$ cat src/rtl/fetch_sequencer.sv
// Instruction fetch sequencer: issues an I-cache read, waits out variable latency and
// strobes the fetched word into the instruction register. Owns flush and fetch timeout.
module fetch_sequencer #(
    parameter int unsigned ADDR_W     = 16,
    parameter int unsigned WORD_W     = 16,
    parameter int unsigned MAX_WAIT   = 255,
    parameter logic [3:0]  OPCODE_NOP = 4'h0
) (
    input  logic              clk,
    input  logic              reset,
    input  logic              fetch_start,
    input  logic [ADDR_W-1:0] pc,
    input  logic              flush,
    input  logic              i_ready,
    input  logic [WORD_W-1:0] i_data,
    output logic              i_req,
    output logic [ADDR_W-1:0] i_addr,
    output logic              ir_write,
    output logic [WORD_W-1:0] ir_data,
    output logic              fetch_done,
    output logic              busy,
    output logic              timeout_err,
    output logic [15:0]       stall_cycles
);

    // state | meaning
    // IDLE  | waiting for fetch_start; address and IR contents held
    // REQ   | read request outstanding, counting wait cycles toward timeout
    // DONE  | fetched word valid on ir_data; IRWrite strobe unless flushed

    localparam int unsigned CNT_W = (MAX_WAIT < 2) ? 1 : $clog2(MAX_WAIT + 1);
    localparam logic [CNT_W-1:0] WAIT_LAST = CNT_W'(MAX_WAIT - 1);
    localparam logic [WORD_W-1:0] IR_RESET = {OPCODE_NOP, {(WORD_W-4){1'b0}}};

    typedef enum logic [1:0] {
        S_IDLE = 2'd0,
        S_REQ  = 2'd1,
        S_DONE = 2'd2
    } state_t;

    state_t            state_q, state_d;
    logic [ADDR_W-1:0] addr_q, addr_d;
    logic [WORD_W-1:0] ir_q, ir_d;
    logic [CNT_W-1:0]  wait_q, wait_d;
    logic [15:0]       stall_q, stall_d;
    logic              timeout_q, timeout_d;

    always_ff @(posedge clk or posedge reset) begin
        if (reset) begin
            state_q   <= S_IDLE;
            addr_q    <= '0;
            ir_q      <= IR_RESET;
            wait_q    <= '0;
            stall_q   <= '0;
            timeout_q <= 1'b0;
        end else begin
            state_q   <= state_d;
            addr_q    <= addr_d;
            ir_q      <= ir_d;
            wait_q    <= wait_d;
            stall_q   <= stall_d;
            timeout_q <= timeout_d;
        end
    end

    always_comb begin
        state_d   = state_q;
        addr_d    = addr_q;
        ir_d      = ir_q;
        wait_d    = wait_q;
        stall_d   = stall_q;
        timeout_d = timeout_q;
        case (state_q)
            S_IDLE: begin
                if (fetch_start && !flush) begin
                    addr_d  = pc;
                    wait_d  = '0;
                    state_d = S_REQ;
                end
            end
            S_REQ: begin
                // Flush wins over a same-cycle i_ready so a redirected fetch never loads IR.
                if (flush) begin
                    state_d = S_IDLE;
                end else if (i_ready) begin
                    ir_d    = i_data;
                    state_d = S_DONE;
                end else begin
                    wait_d = wait_q + CNT_W'(1);
                    if (stall_q != 16'hFFFF) begin
                        stall_d = stall_q + 16'd1;
                    end
                    if (wait_q == WAIT_LAST) begin
                        timeout_d = 1'b1;
                        state_d   = S_IDLE;
                    end
                end
            end
            S_DONE: begin
                state_d = S_IDLE;
            end
            default: begin
                state_d = S_IDLE;
            end
        endcase
    end

    // Strobes decode the state directly so an async reset drops them without a clock edge.
    assign i_req        = (state_q == S_REQ);
    assign busy         = (state_q != S_IDLE);
    assign ir_write     = (state_q == S_DONE) && !flush;
    assign fetch_done   = ir_write;
    assign i_addr       = addr_q;
    assign ir_data      = ir_q;
    assign timeout_err  = timeout_q;
    assign stall_cycles = stall_q;

endmodule

$ cat config.mk
export PLATFORM = sky130hd
export DESIGN_NAME = fetch_sequencer
export DESIGN_NICKNAME = d
export VERILOG_FILES = /design/src/rtl/fetch_sequencer.sv
export SDC_FILE = /design/constraint.sdc
export NUM_CORES = 1
export LEC_CHECK = 0
export CORE_UTILIZATION = 40
export DETAILED_ROUTE_END_ITERATION = 10
export PLACE_DENSITY = 0.79
export SLEW_MARGIN = 40
export SYNTH_ARGS = -nofsm -noshare
export SYNTH_HDL_FRONTEND = slang
export SYNTH_SLANG_ARGS = --single-unit
$ cat constraint.sdc
create_clock -name clk -period 3.16 [get_ports clk]
set_input_delay 0.632 -clock clk [delete_from_list [all_inputs] [get_ports clk]]
set_output_delay 0.632 -clock clk [all_outputs]
set_load 0.05 [all_outputs]
==> Yosys cells after proc, flatten, opt, wreduce, memory -nomap -nowiden <==
Cells that the tools add are included.
{ "word_totals": {"ff_bits": 59, "input_bits": 37, "out_inout_bits": 53, "elab_cells": 39} }
{ "classes": {"n_addsub": 2, "eq_ne": 8, "n_mux": 9, "bitwise": 2, "n_reduce_logical": 12} }
{ "ops": {"columns": ["op", "count"], "rows": [
  ["$mux W8", 3],
  ["$add A16 B1 Y16 const B", 1],
  ["$ne A16 B16 Y1 const B", 1],
  ["$pmux W8 S2", 1],
  ["$reduce_and A4 Y1", 3],
  ["$add A8 B1 Y8 const B", 1],
  ["$eq A8 B8 Y1 const B", 1],
  ["$mux W2", 4],
  ["$ne A2 B2 Y1 const B", 3],
  ["$ne A4 B3 Y1 const B", 1],
  ["$pmux W2 S2", 1],
  ["$reduce_and A2 Y1", 2],
  ["$reduce_bool A2 Y1", 2],
  ["$reduce_and A3 Y1", 1],
  ["$eq A2 B1 Y1 const B", 1],
  ["$eq A2 B2 Y1 const B", 1],
  ["$logic_and A1 B1 Y1", 2],
  ["$logic_not A2 Y1", 1],
  ["$not A1 Y1", 2],
  ["$logic_not A1 Y1", 1]
]} }

==> Longest topological paths before layout <==
Gate-level depths: netlist of run 1.
{ "depth": {"ltp_word": 5, "mapped_depth": 5, "ltp_nobuf": 5} }

==> Worst setup path after synthesis of run 1 <==
OpenSTA, ideal clock, no wires.
{ "synth_timing": {"path_kind": "input port to output port", "start": "in flush", "end": "out ir_write", "arrival_ps": 2212, "t_required_ps": 2528, "path_slack_ps": 316, "stages": 2, "path_buffers": 1, "cell_sequence": "nor3b_1 -> buf_4"} }
{ "synth_between": {"elab_chain_cells": 2} }
{ "synth_rtl": {"columns": ["element", "line", "text"], "rows": [
  ["start, declared", "13", "input logic flush,"],
  ["$logic_not A1 Y1", "111", "assign ir_write = (state_q == S_DONE) && !flush;"],
  ["$logic_and A1 B1 Y1", "111", null],
  ["end, declared", "18", "output logic ir_write,"]
]} }
No other way between the ends.

==> Worst setup path after layout of run 1 <==
{ "layout_timing": {"start": "reg state_q[1]", "end": "out busy"} }
{ "layout_between": {"elab_chain_cells": 1} }
{ "layout_rtl": {"columns": ["element", "line", "text"], "rows": [
  ["start, declared", "41", "state_t state_q, state_d;"],
  ["start signal, assigned", "57", "state_q <= state_d;"],
  ["$reduce_bool A2 Y1", "110", "assign busy = (state_q != S_IDLE);"],
  ["end, declared", "21", "output logic busy,"]
]} }
No other way between the ends.

==> results.ini, run 1 <==
[run_status]
outcome = finished, final reports clean

[setup_path]
crit_required_ns = 2.53
crit_type = flop to output port
startpoint_type = flop
cp_data_arrival_time_ns = 1.85
end_kind = output port
crit_fanout = 8

[power]
pwr-share-clk = 0.274
ir_drop_uv = 636
cellLeakagePower_uw = 0.00163
combPwrFrac = 0.371
p_int_uw = 1740
p_sw_frac = 0.374
pwr-share-seq = 0.355
p_per_area_mw_per_mm2 = 728
p_switching_uw = 1040

[flow_run]
max_cap_viol_count = 0

[global_routing]
grt_pass1_wl_um = 9340
grt_pass1_vias = 1992
grt_start_max_net_pins = 31
antenna_found_initial = 0
grt_remaining_overflow = 0
grt_usage = 0.169

[timing]
hold_slack_ns = 0.456
finalSetupViolations = 0
rsz0062_at_grt = no
slew_headroom = 0.436
tightest_slew_ns = 0.838
final.setup.tns_ns = 0
max_freq_ghz = 0.404
fin_worst_skew_ns = 0.0142
final.period_utilization = 0.784
drv_slew = 0
hold_viol = 0
layout_min_cycle_time_ns = 2.48

[clock_tree]
ctsHoldBuffers = 0
cts_buffers = 9
cts_resized = 0
clock_latency_ns = 0.33
clockBufferDepth = 2
htreeDepth = 3
cts_tree = done
cts.clk_slew.worst_paths_ns = 0.07
cts-root-buf = clkbuf_8
cts_sinks = 59
post_cts.repair.setup_buffers = 0

[placed_design]
place_hpwl_um = 3990
dp_cells = 369
port_buffers = 89
globalplace.congestion = 0.809

[final_layout]
seqCellArea_mm2 = 0.00148
multi_input_area_mm2 = 0.00108
final_cells = 385
drive_gt1_frac = 0.208
nFillCells = 518
nNetsFinal = 343
fin_util = 0.606
n_antenna_cell = 0
area_delta_synth_final_pct = 46.4
layout_commonest_cell = clkdlybuf4s50_1
layout_common_cells = clkdlybuf4s50_1 (87), dfrtp_1 (59), mux2_2 (31)

[detailed_routing]
drtIter0Drc = 47
first_pass_iters = 4
ant_nets = 0
wl_per_cell_um = 14.5
routed-via-count = 2029
drc = 0
via_per_inst = 5.27
drt_wl_total_um = 5600

[yosys]
ys_types = 40
synth.ff_latch_count = 59
synthCells = 204
synth_edf_count = 0
synth-seq-area-share = 0.565
syn-num-nets = 244
yosysWarningCount = 0
netlist_area_mm2 = 0.00261
async_reset_ff_frac = 1.00
synth_flop_cell = dfrtp_1
avgSynthCellArea_um2 = 12.8

[floorplan]
die_y_um = 82.8
io_pins = 90
rows = 29
fp.dieW_um = 82.8
core-area_mm2 = 0.00631
fp.dieArea_mm2 = 0.00686
start_util = 0.414

[min_path]
hold_path_class = flop to flop

[metrics by stage]
| stage | power [µW] | setup WS (ns) | cell area [µm²] |
|---|---|---|---|
| finish | 2790 | 0.682 | 3820 |
| global route | 2890 | 0.617 | 3820 |
| CTS | 2810 | 0.669 | 3820 |
| global placement | 2020 | 0.611 | 3610 |
| detailed placement | 2040 | 0.565 | 3610 |
| floorplan | 1660 | 0.316 | 2610 |
[path summary, 6_finish.rpt]
kind | start | end | slack [ns] | cells past startpoint
setup / recovery | state_q[1]$_DFFE_PP0P_ | busy | 0.68 | 2
hold / removal | timeout_err$_DFFE_PP0P_ | timeout_err$_DFFE_PP0P_ | 0.46 | 1
setup reg to reg | state_q[1]$_DFFE_PP0P_ | stall_cycles[14]$_DFFE_PP0P_ | 1.27 | 4
hold reg to reg | timeout_err$_DFFE_PP0P_ | timeout_err$_DFFE_PP0P_ | 0.46 | 1
max in group asynchronous | reset | stall_cycles[0]$_DFFE_PP0P_ | 1.84 | 3
min in group asynchronous | reset | i_addr[5]$_DFFE_PP0P_ | 0.72 | 2
[layout make-up]
cell class	count	area share
sequential	59	0.386
multi-input combinational	134	0.283
timing repair buffer	93	0.243
clock buffer	12	0.0379
tap	77	0.0252
clock inverter	4	0.0193
inverter	6	0.00589
[power groups by stage]
stage / combinational (µW) / sequential [µW] / clock (µW)
after detailed placement: 1040 / 1000 / 0
after global routing: 1080 / 1010 / 803
after CTS: 1040 / 991 / 773
after global placement: 1030 / 996 / 0
final: 1030 / 989 / 762
after floorplan: 198 / 1460 / 0
[synth_stat cells, types with 3 or more instances]
master,instances,area (µm²)
dfrtp_1,59,1480
a21oi_1,6,30.0
o31ai_1,3,22.5
ha_1,3,37.5
buf_2,3,15.0
nand4_1,5,31.3
inv_1,6,22.5
nor4_2,3,37.5
nand3_1,6,30.0
mux2_1,5,56.3
nand2_1,14,52.6
nor2_1,12,45.0
mux2_2,31,349
or4_1,3,22.5
xor2_1,8,70.1
xnor2_1,3,26.3
nor3_1,5,25.0
[sequential cells by signal, indices dropped and copies added (netlist names)]
| signal | flops |
|---|---|
| stall_cycles | 16 |
| wait_q | 8 |
| ir_data | 16 |
| i_addr | 16 |
| state_q | 2 |
| timeout_err | 1 |
[worst max-delay path, cell delays in order (launching register included)]
cell             delay, ns
dfrtp_1               0.49
or2_2                 0.33
clkdlybuf4s50_1       0.70
[per-layer routing]
layer,share of wire,track usage,vias to the layer above
met3,0.083,0.0676,13
met2,0.48,0.276,67
met1,0.42,0.198,1013
met5,0,0,-
met4,0.019,0.0690,0
li1,-,-,936
[kinds of logic after synthesis]
kind of cell	count (synthesis)	share of synthesized area
XOR/XNOR	11	0.0369
AND/OR/NAND/NOR	65	0.159
AO/OA/AOI/OAI	18	0.0445
buffers and inverters	11	0.0216
adder cells (fa/ha/maj)	3	0.0144
flip-flops	59	0.565
multiplexers	37	0.159
Power figures use the tool's default switching activity.
==> run 2, diff against run 1 <==
==> constraint.sdc (replaced) <==
create_clock -name clk -period 2.6 [get_ports clk]
set_input_delay 0.52 -clock clk [delete_from_list [all_inputs] [get_ports clk]]
set_output_delay 0.52 -clock clk [all_outputs]
set_load 0.05 [all_outputs]
==> results.ini, run 2 (synthesis gave the netlist of run 1 again) <==
[run_status]
outcome = finished, final reports clean

[timing]
drv_slew = 0
final.setup.tns_ns = 0
fin_worst_skew_ns = 0.00775
slew_headroom = 0.512
tightest_slew_ns = 0.725
layout_min_cycle_time_ns = 2.39
hold_viol = 0
final.period_utilization = 0.918
rsz0062_at_grt = no
finalSetupViolations = 0
max_freq_ghz = 0.419

[detailed_routing]
via_per_inst = 5.07
drt_wl_total_um = 5460
dr_wl_met3_um = 401
ant_nets = 0
drtIter0Drc = 76
wl_met2_um = 2730
routed-via-count = 1969
wl_met1_um = 2240
top_layer = met4
wl_per_cell_um = 14.1
drc = 0
first_pass_iters = 4

[final_layout]
nNetsFinal = 346
area_delta_synth_final_pct = 48.3
drive_gt1_frac = 0.222
layout_commonest_cell = clkdlybuf4s50_1
fin_area_mm2 = 0.00387
layout_common_cells = clkdlybuf4s50_1 (87), dfrtp_1 (59), mux2_2 (31)
n_antenna_cell = 0

[power]
ir_drop_uv = 905
power.total_uw = 3370
cellLeakagePower_uw = 0.00165
p_per_area_mw_per_mm2 = 869

[clock_tree]
ctsHoldBuffers = 0
clockBufferDepth = 2
cts_sinks = 59
cts_buffers = 9
clock_latency_ns = 0.34
post_cts.repair.setup_buffers = 0
cts_resized = 0
htreeDepth = 3
cts-root-buf = clkbuf_8
cts.clk_slew.worst_paths_ns = 0.07
cts_tree = done

[global_routing]
grt_remaining_overflow = 0
grt_pass1_wl_um = 9230
grt_start_max_net_pins = 38
antenna_found_initial = 0
grt_pass1_vias = 1988
grt_usage = 0.169

[floorplan]
start_util = 0.414
rows = 29
fp.dieArea_mm2 = 0.00686
core-area_mm2 = 0.00631
die_y_um = 82.8
io_pins = 90
fp.dieW_um = 82.8

[setup_path]
crit_required_ns = 2.08
crit_fanout = 8
crit_type = flop to output port
startpoint_type = flop
cp_data_arrival_time_ns = 1.87
end_kind = output port

[placed_design]
port_buffers = 89
placed_area_mm2 = 0.00366
globalplace.congestion = 0.762
place_hpwl_um = 4020

[flow_run]
max_cap_viol_count = 0

[min_path]
hold_path_class = flop to flop

==> run 2: worst paths after layout <==
kind | slack [ns] | cells past startpoint | endpoint | from
max reg2reg | 0.73 | 4 | stall_cycles[14]$_DFFE_PP0P_ | state_q[1]$_DFFE_PP0P_
max | 0.21 | 2 | busy | state_q[1]$_DFFE_PP0P_
max in group asynchronous | 1.51 | 3 | stall_cycles[15]$_DFFE_PP0P_ | reset
min | 0.46 | 1 | timeout_err$_DFFE_PP0P_ | timeout_err$_DFFE_PP0P_
min reg2reg | 0.46 | 1 | timeout_err$_DFFE_PP0P_ | timeout_err$_DFFE_PP0P_
min in group asynchronous | 0.53 | 2 | i_addr[9]$_DFFE_PP0P_ | reset
==> run 2: power breakdown <==
part	switching (µW)	total, µW	leakage [µW]	internal, µW
registers	119	1200	0.000734	1090
logic	788	1260	0.000812	469
clock network	364	905	0.000103	541
==> run 2: routing by layer <==
metal | global-route usage | vias to the layer above
met2 | 0.280 | 61
met4 | 0.0580 | 0
li1 | - | 937
met5 | 0 | -
met1 | 0.194 | 959
met3 | 0.0785 | 12
==> run 2: layout make-up <==
| cell class | instances | area, µm² |
|---|---|---|
| Clock buffer | 10 | 128 |
| Multi-Input combinational cell | 134 | 1090 |
| Clock inverter | 6 | 88.8 |
| Fill cell | 525 | 2440 |
| Sequential cell | 59 | 1480 |
| Inverter | 6 | 22.5 |
| Tap cell | 77 | 96.3 |
| Timing Repair Buffer | 96 | 976 |
==> run 2: critical path, cell delays in order, from the launching register on <==
cell,delay (ns)
dfrtp_1,0.49
or2_2,0.34
clkdlybuf4s50_1,0.70
==> run 2: stage by stage <==
| step | hold WS, ns | util | setup slack, ns | std cells |
|---|---|---|---|---|
| detailed placement | 0.454 | 0.579 | 0.223 | 372 |
| global route | 0.485 | 0.614 | 0.155 | 388 |
| CTS | 0.471 | 0.614 | 0.198 | 388 |
| floorplan | 0.496 | - | 0.552 | 204 |
| finish | 0.461 | 0.614 | 0.212 | 388 |
| global placement | 0.452 | 0.579 | 0.251 | 372 |
